File: src/rtl/tdm_demux_pkg.sv
// tdm_demux_pkg.sv - shared state type, default sizes and width helper for the TDM receive link.
// Build option: define TDM_DEMUX_PARITY_EN to append one even-parity bit to every slot.
package tdm_pkg;

  typedef enum logic {IDLE, LOCKED} tdm_state_t;

  localparam int DEFAULT_NUM_CH = 4;
  localparam int DEFAULT_DATA_W = 8;

`ifdef TDM_DEMUX_PARITY_EN
  localparam int PARITY_BITS = 1;
`else
  localparam int PARITY_BITS = 0;
`endif

  // Bits needed to index n items (0..n-1); never less than one bit.
  function automatic int cntWidth(input int n);
    return (n <= 2) ? 1 : $clog2(n);
  endfunction

endpackage

File: src/rtl/tdm_demux_if.sv
// tdm_demux_if.sv - serial link inputs and per-channel outputs of the TDM demultiplexer.
// Build option: TDM_DEMUX_PARITY_EN adds the parity_err pulse to the bundle.
interface tdm_demux_if import tdm_pkg::*; #(
  parameter int NUM_CH = DEFAULT_NUM_CH,
  parameter int DATA_W = DEFAULT_DATA_W
);

  logic                       din;
  logic                       din_en;
  logic                       frame_sync;
  logic [NUM_CH*DATA_W-1:0]   ch_data;
  logic [NUM_CH-1:0]          ch_valid;
  logic [cntWidth(NUM_CH)-1:0] ch_sel;
  logic                       locked;
  logic                       sync_err;
`ifdef TDM_DEMUX_PARITY_EN
  logic                       parity_err;
`endif

`ifdef TDM_DEMUX_PARITY_EN
  modport master (
    output din, din_en, frame_sync,
    input  ch_data, ch_valid, ch_sel, locked, sync_err, parity_err
  );

  modport slave (
    input  din, din_en, frame_sync,
    output ch_data, ch_valid, ch_sel, locked, sync_err, parity_err
  );
`else
  modport master (
    output din, din_en, frame_sync,
    input  ch_data, ch_valid, ch_sel, locked, sync_err
  );

  modport slave (
    input  din, din_en, frame_sync,
    output ch_data, ch_valid, ch_sel, locked, sync_err
  );
`endif

endinterface

File: src/rtl/tdm_demux_sipo_shift.sv
// tdm_demux_sipo_shift.sv - serial-in parallel-out shift register used to collect slot bits.
// Clear wins over shift; a clear with enable seeds bit 0 with the incoming bit so a new
// slot can start on the same edge that discards the old one.
module sipo_shift #(
  parameter int W = 8
) (
  input  logic         clk,
  input  logic         clr_i,
  input  logic         en_i,
  input  logic         din_i,
  output logic [W-1:0] q_o
);

  logic [W-1:0] shift_q;
  logic [W-1:0] shift_d;
  logic [W-1:0] shifted;

  if (W == 1) begin : g_single
    assign shifted = din_i;
  end else begin : g_multi
    assign shifted = {shift_q[W-2:0], din_i};
  end

  // Next contents: clear (optionally seeded), shift MSB-first, or hold.
  always_comb begin
    shift_d = shift_q;
    if (clr_i) begin
      shift_d = '0;
      if (en_i) begin
        shift_d[0] = din_i;
      end
    end else if (en_i) begin
      shift_d = shifted;
    end
  end

  // Shift register storage.
  always_ff @(posedge clk) begin
    shift_q <= shift_d;
  end

  assign q_o = shift_q;

endmodule

File: src/rtl/tdm_demux.sv
// tdm_demux.sv - receive end of the shared-line TDM link. Locks onto frame_sync, collects
// each slot serially and steers it into that channel's output register.
// Build option: TDM_DEMUX_PARITY_EN adds a trailing even-parity bit per slot; slots that
// fail parity are dropped and flagged on parity_err without losing lock.
module tdm_demux import tdm_pkg::*; #(
  parameter int NUM_CH = DEFAULT_NUM_CH,
  parameter int DATA_W = DEFAULT_DATA_W
) (
  input logic        clk,
  input logic        resetn,
  tdm_demux_if.slave bus
);

  localparam int SLOT_W = DATA_W + PARITY_BITS;
  localparam int SEL_W  = cntWidth(NUM_CH);
  localparam int CNT_W  = cntWidth(SLOT_W);
  // The last bit of a slot is taken straight off the line, so only SLOT_W-1 bits are stored.
  localparam int HELD_W = SLOT_W - 1;
  localparam logic [SEL_W-1:0] LAST_CH  = SEL_W'(NUM_CH - 1);
  localparam logic [CNT_W-1:0] LAST_BIT = CNT_W'(SLOT_W - 1);

  tdm_state_t               state_q, state_d;
  logic [SEL_W-1:0]         chSel_q, chSel_d;
  logic [CNT_W-1:0]         bitCnt_q, bitCnt_d;
  logic [NUM_CH*DATA_W-1:0] chData_q, chData_d;
  logic [NUM_CH-1:0]        chValid_q, chValid_d;
  logic                     syncErr_q, syncErr_d;
`ifdef TDM_DEMUX_PARITY_EN
  logic                     parityErr_q, parityErr_d;
  logic                     slotParityOk;
`endif

  logic                     shiftClr;
  logic                     shiftEn;
  logic [HELD_W-1:0]        heldBits;
  logic [SLOT_W-1:0]        slotBits;
  logic [DATA_W-1:0]        slotData;
  logic                     frameStart;

  sipo_shift #(.W(HELD_W)) u_sipo (
    .clk   (clk),
    .clr_i (shiftClr),
    .en_i  (shiftEn),
    .din_i (bus.din),
    .q_o   (heldBits)
  );

  assign slotBits   = {heldBits, bus.din};
  assign slotData   = slotBits[SLOT_W-1 -: DATA_W];
  assign frameStart = (chSel_q == '0) && (bitCnt_q == '0);
`ifdef TDM_DEMUX_PARITY_EN
  assign slotParityOk = ~(^slotBits);
`endif

  // Framing FSM, slot counters and channel steering; pulses default low every cycle.
  always_comb begin
    state_d   = state_q;
    chSel_d   = chSel_q;
    bitCnt_d  = bitCnt_q;
    chData_d  = chData_q;
    chValid_d = '0;
    syncErr_d = 1'b0;
`ifdef TDM_DEMUX_PARITY_EN
    parityErr_d = 1'b0;
`endif
    shiftClr  = 1'b0;
    shiftEn   = 1'b0;

    if (!resetn) begin
      shiftClr = 1'b1;
    end else if (bus.din_en) begin
      case (state_q)
        IDLE: begin
          if (bus.frame_sync) begin
            state_d  = LOCKED;
            chSel_d  = '0;
            bitCnt_d = CNT_W'(1);
            shiftClr = 1'b1;
            shiftEn  = 1'b1;
          end
        end

        LOCKED: begin
          if (frameStart && !bus.frame_sync) begin
            // Frame should have restarted here; drop lock and ignore the bit.
            syncErr_d = 1'b1;
            state_d   = IDLE;
          end else if (!frameStart && bus.frame_sync) begin
            // Sync arrived early: abandon the partial slot and restart at ch0 bit 0.
            syncErr_d = 1'b1;
            chSel_d   = '0;
            bitCnt_d  = CNT_W'(1);
            shiftClr  = 1'b1;
            shiftEn   = 1'b1;
          end else begin
            shiftEn = 1'b1;
            if (bitCnt_q == LAST_BIT) begin
              bitCnt_d = '0;
              chSel_d  = (chSel_q == LAST_CH) ? '0 : chSel_q + 1'b1;
`ifdef TDM_DEMUX_PARITY_EN
              if (slotParityOk) begin
                chData_d[chSel_q*DATA_W +: DATA_W] = slotData;
                chValid_d[chSel_q]                 = 1'b1;
              end else begin
                parityErr_d = 1'b1;
              end
`else
              chData_d[chSel_q*DATA_W +: DATA_W] = slotData;
              chValid_d[chSel_q]                 = 1'b1;
`endif
            end else begin
              bitCnt_d = bitCnt_q + 1'b1;
            end
          end
        end

        default: begin
          state_d = IDLE;
        end
      endcase
    end
  end

  // State and output registers with synchronous active-low reset.
  always_ff @(posedge clk) begin
    if (!resetn) begin
      state_q   <= IDLE;
      chSel_q   <= '0;
      bitCnt_q  <= '0;
      chData_q  <= '0;
      chValid_q <= '0;
      syncErr_q <= 1'b0;
`ifdef TDM_DEMUX_PARITY_EN
      parityErr_q <= 1'b0;
`endif
    end else begin
      state_q   <= state_d;
      chSel_q   <= chSel_d;
      bitCnt_q  <= bitCnt_d;
      chData_q  <= chData_d;
      chValid_q <= chValid_d;
      syncErr_q <= syncErr_d;
`ifdef TDM_DEMUX_PARITY_EN
      parityErr_q <= parityErr_d;
`endif
    end
  end

  assign bus.ch_data  = chData_q;
  assign bus.ch_valid = chValid_q;
  assign bus.ch_sel   = chSel_q;
  assign bus.locked   = (state_q == LOCKED);
  assign bus.sync_err = syncErr_q;
`ifdef TDM_DEMUX_PARITY_EN
  assign bus.parity_err = parityErr_q;
`endif

endmodule

File: src/flat_wrapper.sv
// flat-port wrapper written by rule: the top's interface ports become plain ports
module tdm_demux_flat import tdm_pkg::*;
#(
  parameter int NUM_CH = DEFAULT_NUM_CH,
  parameter int DATA_W = DEFAULT_DATA_W
)
  (clk, resetn, bus_din, bus_din_en, bus_frame_sync, bus_ch_data, bus_ch_valid, bus_ch_sel, bus_locked, bus_sync_err);
  tdm_demux_if #(.NUM_CH(NUM_CH), .DATA_W(DATA_W)) bus_i ();
  input logic clk;
  input logic resetn;
  input wire logic [$bits(bus_i.din)-1:0] bus_din;
  input wire logic [$bits(bus_i.din_en)-1:0] bus_din_en;
  input wire logic [$bits(bus_i.frame_sync)-1:0] bus_frame_sync;
  output wire logic [$bits(bus_i.ch_data)-1:0] bus_ch_data;
  output wire logic [$bits(bus_i.ch_valid)-1:0] bus_ch_valid;
  output wire logic [$bits(bus_i.ch_sel)-1:0] bus_ch_sel;
  output wire logic [$bits(bus_i.locked)-1:0] bus_locked;
  output wire logic [$bits(bus_i.sync_err)-1:0] bus_sync_err;
  assign bus_i.din = bus_din;
  assign bus_i.din_en = bus_din_en;
  assign bus_i.frame_sync = bus_frame_sync;
  assign bus_ch_data = bus_i.ch_data;
  assign bus_ch_valid = bus_i.ch_valid;
  assign bus_ch_sel = bus_i.ch_sel;
  assign bus_locked = bus_i.locked;
  assign bus_sync_err = bus_i.sync_err;
  tdm_demux #(.NUM_CH(NUM_CH), .DATA_W(DATA_W)) u_core (.clk(clk), .resetn(resetn), .bus(bus_i));
endmodule
File: config.mk
export PLATFORM = sky130hd
export DESIGN_NAME = tdm_demux_flat
export DESIGN_NICKNAME = d
export VERILOG_FILES = /design/src/rtl/tdm_demux_pkg.sv /design/src/rtl/tdm_demux_if.sv /design/src/rtl/tdm_demux_sipo_shift.sv /design/src/rtl/tdm_demux.sv /design/src/flat_wrapper.sv
export SDC_FILE = /design/constraint.sdc
export NUM_CORES = 1
export LEC_CHECK = 0
export ABC_AREA = 1
export BUFFER_PORTS_ARGS = -buffer_cell sky130_fd_sc_hd__buf_2
export CAP_MARGIN = 25
export CORE_AREA = 3 3 62 87
export DETAILED_ROUTE_END_ITERATION = 6
export DIE_AREA = 0 0 65 90
export MAX_ROUTING_LAYER = met4
export PLACE_DENSITY_LB_ADDON = 0.12
export SETUP_SLACK_MARGIN = 0.05
export SLEW_MARGIN = 20
export SYNTH_ARGS = -nofsm -noshare
export SYNTH_HDL_FRONTEND = slang
export SYNTH_SLANG_ARGS = --single-unit
File: constraint.sdc
create_clock -name clk -period 3.2 [get_ports clk]
set_clock_uncertainty 0.15 [all_clocks]
set_input_delay 0.16 -clock clk [delete_from_list [all_inputs] [get_ports clk]]
set_output_delay 0.16 -clock clk [all_outputs]
set_load 0.01 [all_outputs]
* After elaboration in Yosys (flattened, before gate mapping) *
Cells that the tools add are included.

storage, ports and cells
  output and inout port bits = 40
  bits of input ports = 5
  register bits = 50

cells by class
  reductions and logical operators = 14
  bitwise gates (word level) = 6
  $lt $le $gt $ge = 2
  shift-type cells = 2
  add/sub/neg operators = 3
  equality and inequality tests = 5
  multiplexer cells = 28

operator list
  kind                                                   number
  negation 5 -> 34 bit                                   1
  variable shift 8 x 34 -> 32 bit, first input constant  1
  indexed part select 8 x 34 -> 32 bit                   1
  bitwise mux 32 bit                                     1
  two-way mux 1 bit                                      13
  two-way mux 3 bit                                      4
  two-way mux 2 bit                                      5
  NOT 1 bit                                              6
  one-hot mux 3 bit (2 select lines)                     1
  AND reduction 3 bit                                    2
  OR reduction 6 bit                                     1
  AND reduction 5 bit                                    1
  logical AND 1 bit                                      4
  inequality test 2 bit, second input constant           2
  one-hot mux 1 bit (2 select lines)                     2
  one-hot mux 2 bit (2 select lines)                     1
  AND reduction 4 bit                                    1
  adder 3 x 1 -> 3 bit, second input constant            1
  equality test 3 bit, second input constant             1
  logical NOT 3 bit                                      1
  < comparator 2 x 3 -> 1 bit, second input constant     1
  inequality test 3 bit, second input constant           1
  adder 2 x 1 -> 2 bit, second input constant            1
  demux 1 bit (select 2 bit)                             1
  5 further kinds                                        6

* Logic depth before layout (Yosys ltp) *
Gate-level depths: netlist (run 1).

  depth in word-level cells = 10
  gate-level depth with buffers = 14
  gate-level depth less buffers = 12

* Modules after synthesis *
Synthesis (run 1) repeated with hierarchy kept, for this count alone.

second synthesis, totals
  cell total of the unflattened synthesis = 343
  area, all modules = 2367.3 um^2

by module, submodules not included
  module      cells an instance  area an instance (um^2)  times used
  tdm_demux   301                2074.5                   1
  sipo_shift  42                 292.8                    1

* Worst setup path before layout (run 1) *
OpenSTA, ideal clock, no wires.

  path type = reg-to-reg
  start = reg u_core.chSel_q[0], in the netlist u_core.bus.ch_sel[0]
  end = reg u_core.chData_q[13], in the netlist u_core.bus.ch_data[13]
  setup slack = 860 ps
  stages on the path, launching flop included = 14
  data arrival time = 2075 ps
  setup time = 116 ps
  cells stage by stage = dfxtp_1 > inv_2 > ha_1 > buf_2 > inv_2 > nor3_1 > ha_1 > nand2_1 > nor2_4 > buf_6 > nand2_4 > clkinv_2 > nor2_1 > nor2_1

on the way
  cells in the longest elaborated chain, start to end = 6
  elaborated cells between the ends (all ways) = 12
  classes of those cells = add/sub (1); shift (2); mux (1); bitwise (2); reduce/logical (6)

ends and longest elaborated chain
  what                                                          RTL line          text
  start: declaration                                            tdm_demux.sv:23   logic [SEL_W-1:0] chSel_q, chSel_d;
  start signal: assignment                                      tdm_demux.sv:138  chSel_q <= chSel_d;
  branches (longest 6 deep; another with negation 5 -> 34 bit)  n/a
  end signal: assignment                                        tdm_demux.sv:140  chData_q <= chData_d;
  end: declaration                                              tdm_demux.sv:25   logic [NUM_CH*DATA_W-1:0] chData_q, chData_d;

Parallel ways; which one is timed is not known.
A chain may end at the register's enable or synchronous reset.

* Worst setup path after layout (run 1) *
  start = reg u_core.chSel_q[1], in the netlist u_core.bus.ch_sel[1]
  end = reg u_core.chData_q[20], in the netlist u_core.bus.ch_data[20]

Same word-level chain as after synthesis.

==> metrics.txt, run 1 <==
status=finished, final reports clean; largest net degree at the start of global routing=45; Area Growth Syn to Fin=15.2%; vias in the first global route=1945; initial antenna violation count=0; largest cells by area after synthesis=dfxtp_1 (42%), nor2_1 (12%), nand2_1 (11%); Rel. slew slack=0.554; CTS Buf Count=5; layout cells sized above 1=0.182; worst skew pair latency=0.30 ns; cell taking the most area after synthesis=dfxtp_1; period utilization=0.868; DR vias/cell=4.88; Peak VDD IR=367 µV; num rows=29; io pins=45; Worst Tran Pin Value=0.669 ns; critical path, cell by cell=inv_1, ha_1, inv_2, nor3_1, ha_1, nand2_1, nor2_4, nand2_2, inv_1, nand2_1, nand2_1, nor2_1; count leader, synth=nor2_1; CP max stage cell=ha_1; CTS tree=yes; die height=90 µm; max-slew violation count=0; Clk pin slew, worst setup/hold paths=0.09 ns; aggregate global routing overflow=0; Netlist cell types=24; CP bufs+invs=3; Cells after Synth=326; Setup crit end kind=register; fin nets=387; Post-route DRC=0; Yosys warning total=0; Seq/Total Area, Yosys=0.432; DIE AREA=0.00585 mm²; Post-synth EDFFs=1; CP arrival=2.83 ns; die width=65 µm; async set-reset flop share out of synthesis=0; first-pass GRT wire length=8910 µm; ant diodes=0; PD cells=448 mW/mm²; mean routed wirelength per cell=11.7 µm; clock buffer depth=2; final hold violation count=0; Min Hold Slack=0.0246 ns; placed inst area=0.00258 mm²; remaining antenna violation count after routing=0; IO buf count=44; Initial Util=0.508; GRT Overall Usage=0.193; max incr delay on CP=0.39 ns; post-route setup TNS=0 ns; Hold Crit Class=input port to register; final setup fails=0; WP data required=3.25 ns; crit path max fanout=11; 1st-iter DRT viols=75; synth cell count leaders=nor2_1 (77), nand2_1 (69), dfxtp_1 (49); detailed-route via count=2103; Leakage=1.32 nW; Main synth FF type=dfxtp_1; Crit path max-delay family=simple AND/OR/NAND/NOR gates; Seq cells post-synth=50; Top cell by count, worst path=nand2_1; area share of the largest cell type after synthesis=0.419; HPWL after DPL=3840 µm; CP startpoint kind=register; Syn Area/Cell=7.18 µm²; Worst Setup Path Type=register to register; DR pass1 iterations=5; clk root buf=clkbuf_8; GP Congestion=0.835; Max Freq=360 MHz; maxcap violations=0; clk sinks=50; total wire length=5040 µm; post-place setup slack=0.444 ns; Final Util=0.586; Final WS setup=0.423 ns; synthesized area=0.00234 mm²; fin area=0.00270 mm²; Period minus WS final=2.78 ns; CTS H-tree depth=2; Core ar.=0.00461 mm²; unrepaired setup endpoints after global routing=no; post-synth net total=345
==> per-layer routing <==
metal	routed length, µm	up-vias	track usage
li1	-	1103	-
met1	2180	957	0.233
met2	2610	35	0.325
met3	169	8	0.0299
met4	77	0	0.0582
met5	0	-	-
==> power by group <==
group	switching (W)	internal (W)
clock	0.000203	0.000198
combinational	0.000112	0.0000460
sequential	0.0000137	0.000636
total	0.000329	0.000880
==> registers in the layout, indices dropped and copies added (netlist names) <==
| signal | count |
|---|---|
| u_core.bus.ch_data | 32 |
| u_core.bus.locked | 1 |
| u_core.bus.sync_err | 1 |
| u_core.bus.ch_sel | 2 |
| u_core.bitCnt_q | 3 |
| u_core.u_sipo.q_o | 7 |
| u_core.bus.ch_valid | 4 |
==> what timing repair did <==
| action | CTS | global route |
|---|---|---|
| setup buffers | 0 | 0 |
| endpoints found under the setup margin | 0 | 0 |
| gates resized for setup | 0 | 0 |
| hold endpoints to repair | 1 | 0 |
| hold buffers | 1 | 0 |
==> placed cells by master, fill, tap and decap left out, types with 7 or more instances in the layout <==
cell,Yosys,final
dfxtp_1,49,49
o21ai_0,16,16
clkbuf_8,0,7
nand3_1,22,22
inv_1,27,27
ha_1,14,14
a21oi_1,14,14
buf_2,3,44
nand2_1,69,69
nor2_1,77,77
nand4_1,7,7
==> stage by stage <==
stage / instances / total power (W)
6_report: 431 / 0.00121
5_1_grt: 431 / 0.00128
4_1_cts: 431 / 0.00123
3_5_place_dp: 422 / 0.000821
3_3_place_gp: 422 / 0.000819
2_1_floorplan: 326 / 0.000783
==> worst min-delay path, stage by stage <==
cell and delay (ns):
buf_2 0.14, nand3_1 0.09, nand2_1 0.04
==> path summary, 6_finish.rpt <==
kind | from | end | slack, ns | depth (start not counted)
max | u_core.bus.ch_sel[1]$_SDFFE_PN0P_ | u_core.bus.ch_data[20]$_SDFFE_PN0P_ | 0.42 | 12
min | bus_din | u_core.bus.ch_data[0]$_SDFFE_PN0P_ | 0.02 | 3
max reg2reg | u_core.bus.ch_sel[1]$_SDFFE_PN0P_ | u_core.bus.ch_data[20]$_SDFFE_PN0P_ | 0.42 | 12
min reg2reg | u_core.bus.ch_data[1]$_SDFFE_PN0P_ | u_core.bus.ch_data[1]$_SDFFE_PN0P_ | 0.32 | 2
==> logic make-up (layout without fill, tap and decap cells) <==
group / count (synthesis) / after routing / share of synthesized area
fa+ha+maj: 14 / 14 / 0.0748
compound gates: 32 / 32 / 0.0705
buf+inv: 44 / 87 / 0.0812
flops: 50 / 50 / 0.432
simple gates: 186 / 186 / 0.342
==> layout make-up <==
type | count | area [µm²]
clock inverters | 1 | 8.76
clock buffers | 7 | 96.3
well taps | 62 | 77.6
inverters | 33 | 126
multi-input cells | 232 | 1140
repair buffers | 46 | 238
fillers | 478 | 1910
flip-flops and latches | 50 | 1010
(Power assumes the default switching activity.)
==> inputs of run 2 (changes only) <==
--- a/config.mk
+++ b/config.mk
@@ -6,11 +6,11 @@
 export NUM_CORES = 1
 export LEC_CHECK = 0
 export ABC_AREA = 1
-export BUFFER_PORTS_ARGS = -buffer_cell sky130_fd_sc_hd__buf_2
 export CAP_MARGIN = 25
 export CORE_AREA = 3 3 62 87
 export DETAILED_ROUTE_END_ITERATION = 6
 export DIE_AREA = 0 0 65 90
+export DONT_BUFFER_PORTS = 1
 export MAX_ROUTING_LAYER = met4
 export PLACE_DENSITY_LB_ADDON = 0.12
 export SETUP_SLACK_MARGIN = 0.05
==> metrics.txt, run 2 (same netlist as run 1, synthesis figures left out) <==
Initial Util=0.508 (unchanged); CP arrival=2.87 ns (+0.04 ns); Rel. slew slack=0.648 (+0.0937); die width=65 µm (unchanged); worst skew pair latency=0.30 ns (about the same); Max Freq=354 MHz (-1.7%); 1st-iter DRT viols=110 (+47%); DR pass1 iterations=4 (-1); PD cells=466 mW/mm² (+4.0%); CP startpoint kind=register; Seq pwr share=0.557 (+0.020); placed inst area=0.00236 mm² (-8.5%); Post-CTS Setup Repair Bufs=0 (unchanged); commonest non-fill, non-tap cell in the layout=nor2_1; CTS Buf Count=5 (unchanged); r2r setup slk=0.38 ns (-0.05 ns); Worst Tran Pin Value=0.527 ns (-0.143 ns); status=finished, final reports clean; ant diodes=0 (unchanged); largest net degree at the start of global routing=44 (-2.2%); Setup crit end kind=register; Clk pin slew, worst setup/hold paths=0.09 ns (about the same); initial antenna violation count=0 (unchanged); vias in the first global route=1856 (-4.6%); Peak VDD IR=318 µV (-13%); FF-to-FF path depth=9 (-3); WP data required=3.24 ns (about the same); HPWL after DPL=3760 µm (-2.1%); io pins=45 (unchanged); num rows=29 (unchanged); Post-route DRC=0 (unchanged); clk root buf=clkbuf_8; Clock power frac=0.307 (-0.025); maxcap violations=0 (unchanged); GRT Overall Usage=0.190 (-0.00225); max-slew violation count=0 (unchanged); unrepaired setup endpoints after global routing=no; IO buf count=0 (-100%); Leakage=1.09 nW (-18%); CP startpoint=u_core.bus.ch_sel[1]$_SDFFE_PN0P_; most frequent cells in the layout=nor2_1 (77), nand2_1 (69), dfxtp_1 (49); layout cells sized above 1=0.0699 (-0.112); P_int=0.000840 W (-4.6%); clk sinks=50 (unchanged); fin nets=347 (-10%); DR vias/cell=4.87 (about the same); Pwr Total=0.00117 W (-3.3%); first-pass GRT wire length=8580 µm (-3.7%); crit path to=u_core.bus.locked$_SDFFE_PN0P_; post-route setup TNS=0 ns (unchanged); Hold Crit Class=input port to register; max reg flops=32 (unchanged); detailed-route via count=1906 (-9.4%); Period minus WS final=2.82 ns (+0.0469 ns); DIE AREA=0.00585 mm² (unchanged); Area Growth Syn to Fin=7.16%; clock buffer depth=2 (unchanged); remaining antenna violation count after routing=0 (unchanged); Core ar.=0.00461 mm² (unchanged); reg-to-reg startpoint=u_core.bus.ch_sel[1]$_SDFFE_PN0P_; Worst Setup Path Type=register to register; fillers=489 (+2.3%); total wire length=5030 µm (-0.12%); post-place setup slack=0.357 ns (-0.0877 ns); crit path max fanout=9 (-2); final hold violation count=0 (unchanged); CTS H-tree depth=2 (unchanged); R2R Path End=u_core.bus.locked$_SDFFE_PN0P_; Final WS setup=0.376 ns (-0.0469 ns); mean routed wirelength per cell=12.9 µm (+10%); Comb power frac=0.135 (+0.004); CTS tree=yes; GP Congestion=0.831 (-0.49%); die height=90 µm (unchanged); final setup fails=0 (unchanged); fin area=0.00251 mm² (-7.0%); Switching Power=0.000329 W (+0.17%); period utilization=0.883 (+0.0147); switching share of power=0.282 (+0.00970); Min Hold Slack=0.0338 ns (+0.00928 ns); aggregate global routing overflow=0 (unchanged)
-- run 2: layout make-up --
cell class / instances / area, µm² / area share
clock inverter: 1 / 7.51 / 0.00299
inverter: 33 / 126 / 0.0503
multi-input combinational: 232 / 1140 / 0.456
sequential: 50 / 1010 / 0.403
timing repair buffer: 6 / 67.6 / 0.0269
clock buffer: 7 / 76.3 / 0.0304
tap: 62 / 77.6 / 0.0309
-- run 2: per-stage QoR --
step / instances / utilization
6_report: 391 / 0.545
5_1_grt: 391 / 0.545
4_1_cts: 391 / 0.544
3_5_place_dp: 378 / 0.513
3_3_place_gp: 378 / 0.513
2_1_floorplan: 326 / -
-- run 2: timing repair --
item                                    in CTS  in global routing
hold endpoints to repair                    49                  0
gates resized for setup                      0                  1
endpoints found under the setup margin       0                  2
hold buffers                                 5                  0
-- run 2: worst max-delay path: stages, from the launching register on --
cell and delay, ns:
dfxtp_1 0.40, inv_1 0.15, ha_2 0.32, inv_2 0.08, nor3_1 0.30, ha_1 0.22
nand2_1 0.19, nand3_2 0.25, o31ai_1 0.09, dlygate4sd3_1 0.55
-- run 2: power groups by stage --
stage | Clock, W | Sequential (W) | Combinational [W]
6_report | 0.000359 | 0.000652 | 0.000158
5_1_grt | 0.000397 | 0.000654 | 0.000184
4_1_cts | 0.000368 | 0.000651 | 0.000158
3_5_place_dp | 0 | 0.000666 | 0.000142
3_3_place_gp | 0 | 0.000666 | 0.000138
2_1_floorplan | 0 | 0.000662 | 0.000121
-- run 2: worst min-delay path by stage --
stage | from | slack, ns | depth (start not counted) | endpoint
6_report | bus_frame_sync | 0.03 | 3 | u_core.bus.sync_err$_SDFF_PN0_
5_1_grt | bus_frame_sync | 0.06 | 3 | u_core.bus.sync_err$_SDFF_PN0_
4_1_cts | bus_frame_sync | 0.03 | 3 | u_core.bus.sync_err$_SDFF_PN0_
3_5_place_dp | bus_din_en | 0.12 | 1 | u_core.bus.locked$_SDFFE_PN0P_
3_3_place_gp | bus_din_en | 0.12 | 1 | u_core.bus.locked$_SDFFE_PN0P_
2_1_floorplan | bus_din_en | 0.11 | 1 | u_core.bus.locked$_SDFFE_PN0P_
-- run 2: layer usage --
| layer | wire length [µm] | vias to the layer above | GRT usage |
|---|---|---|---|
| met5 | 0 | - | - |
| met1 | 2160 | 836 | 0.221 |
| met4 | 63 | 0 | 0.0529 |
| li1 | - | 1027 | - |
| met3 | 227 | 5 | 0.0349 |
| met2 | 2580 | 38 | 0.330 |
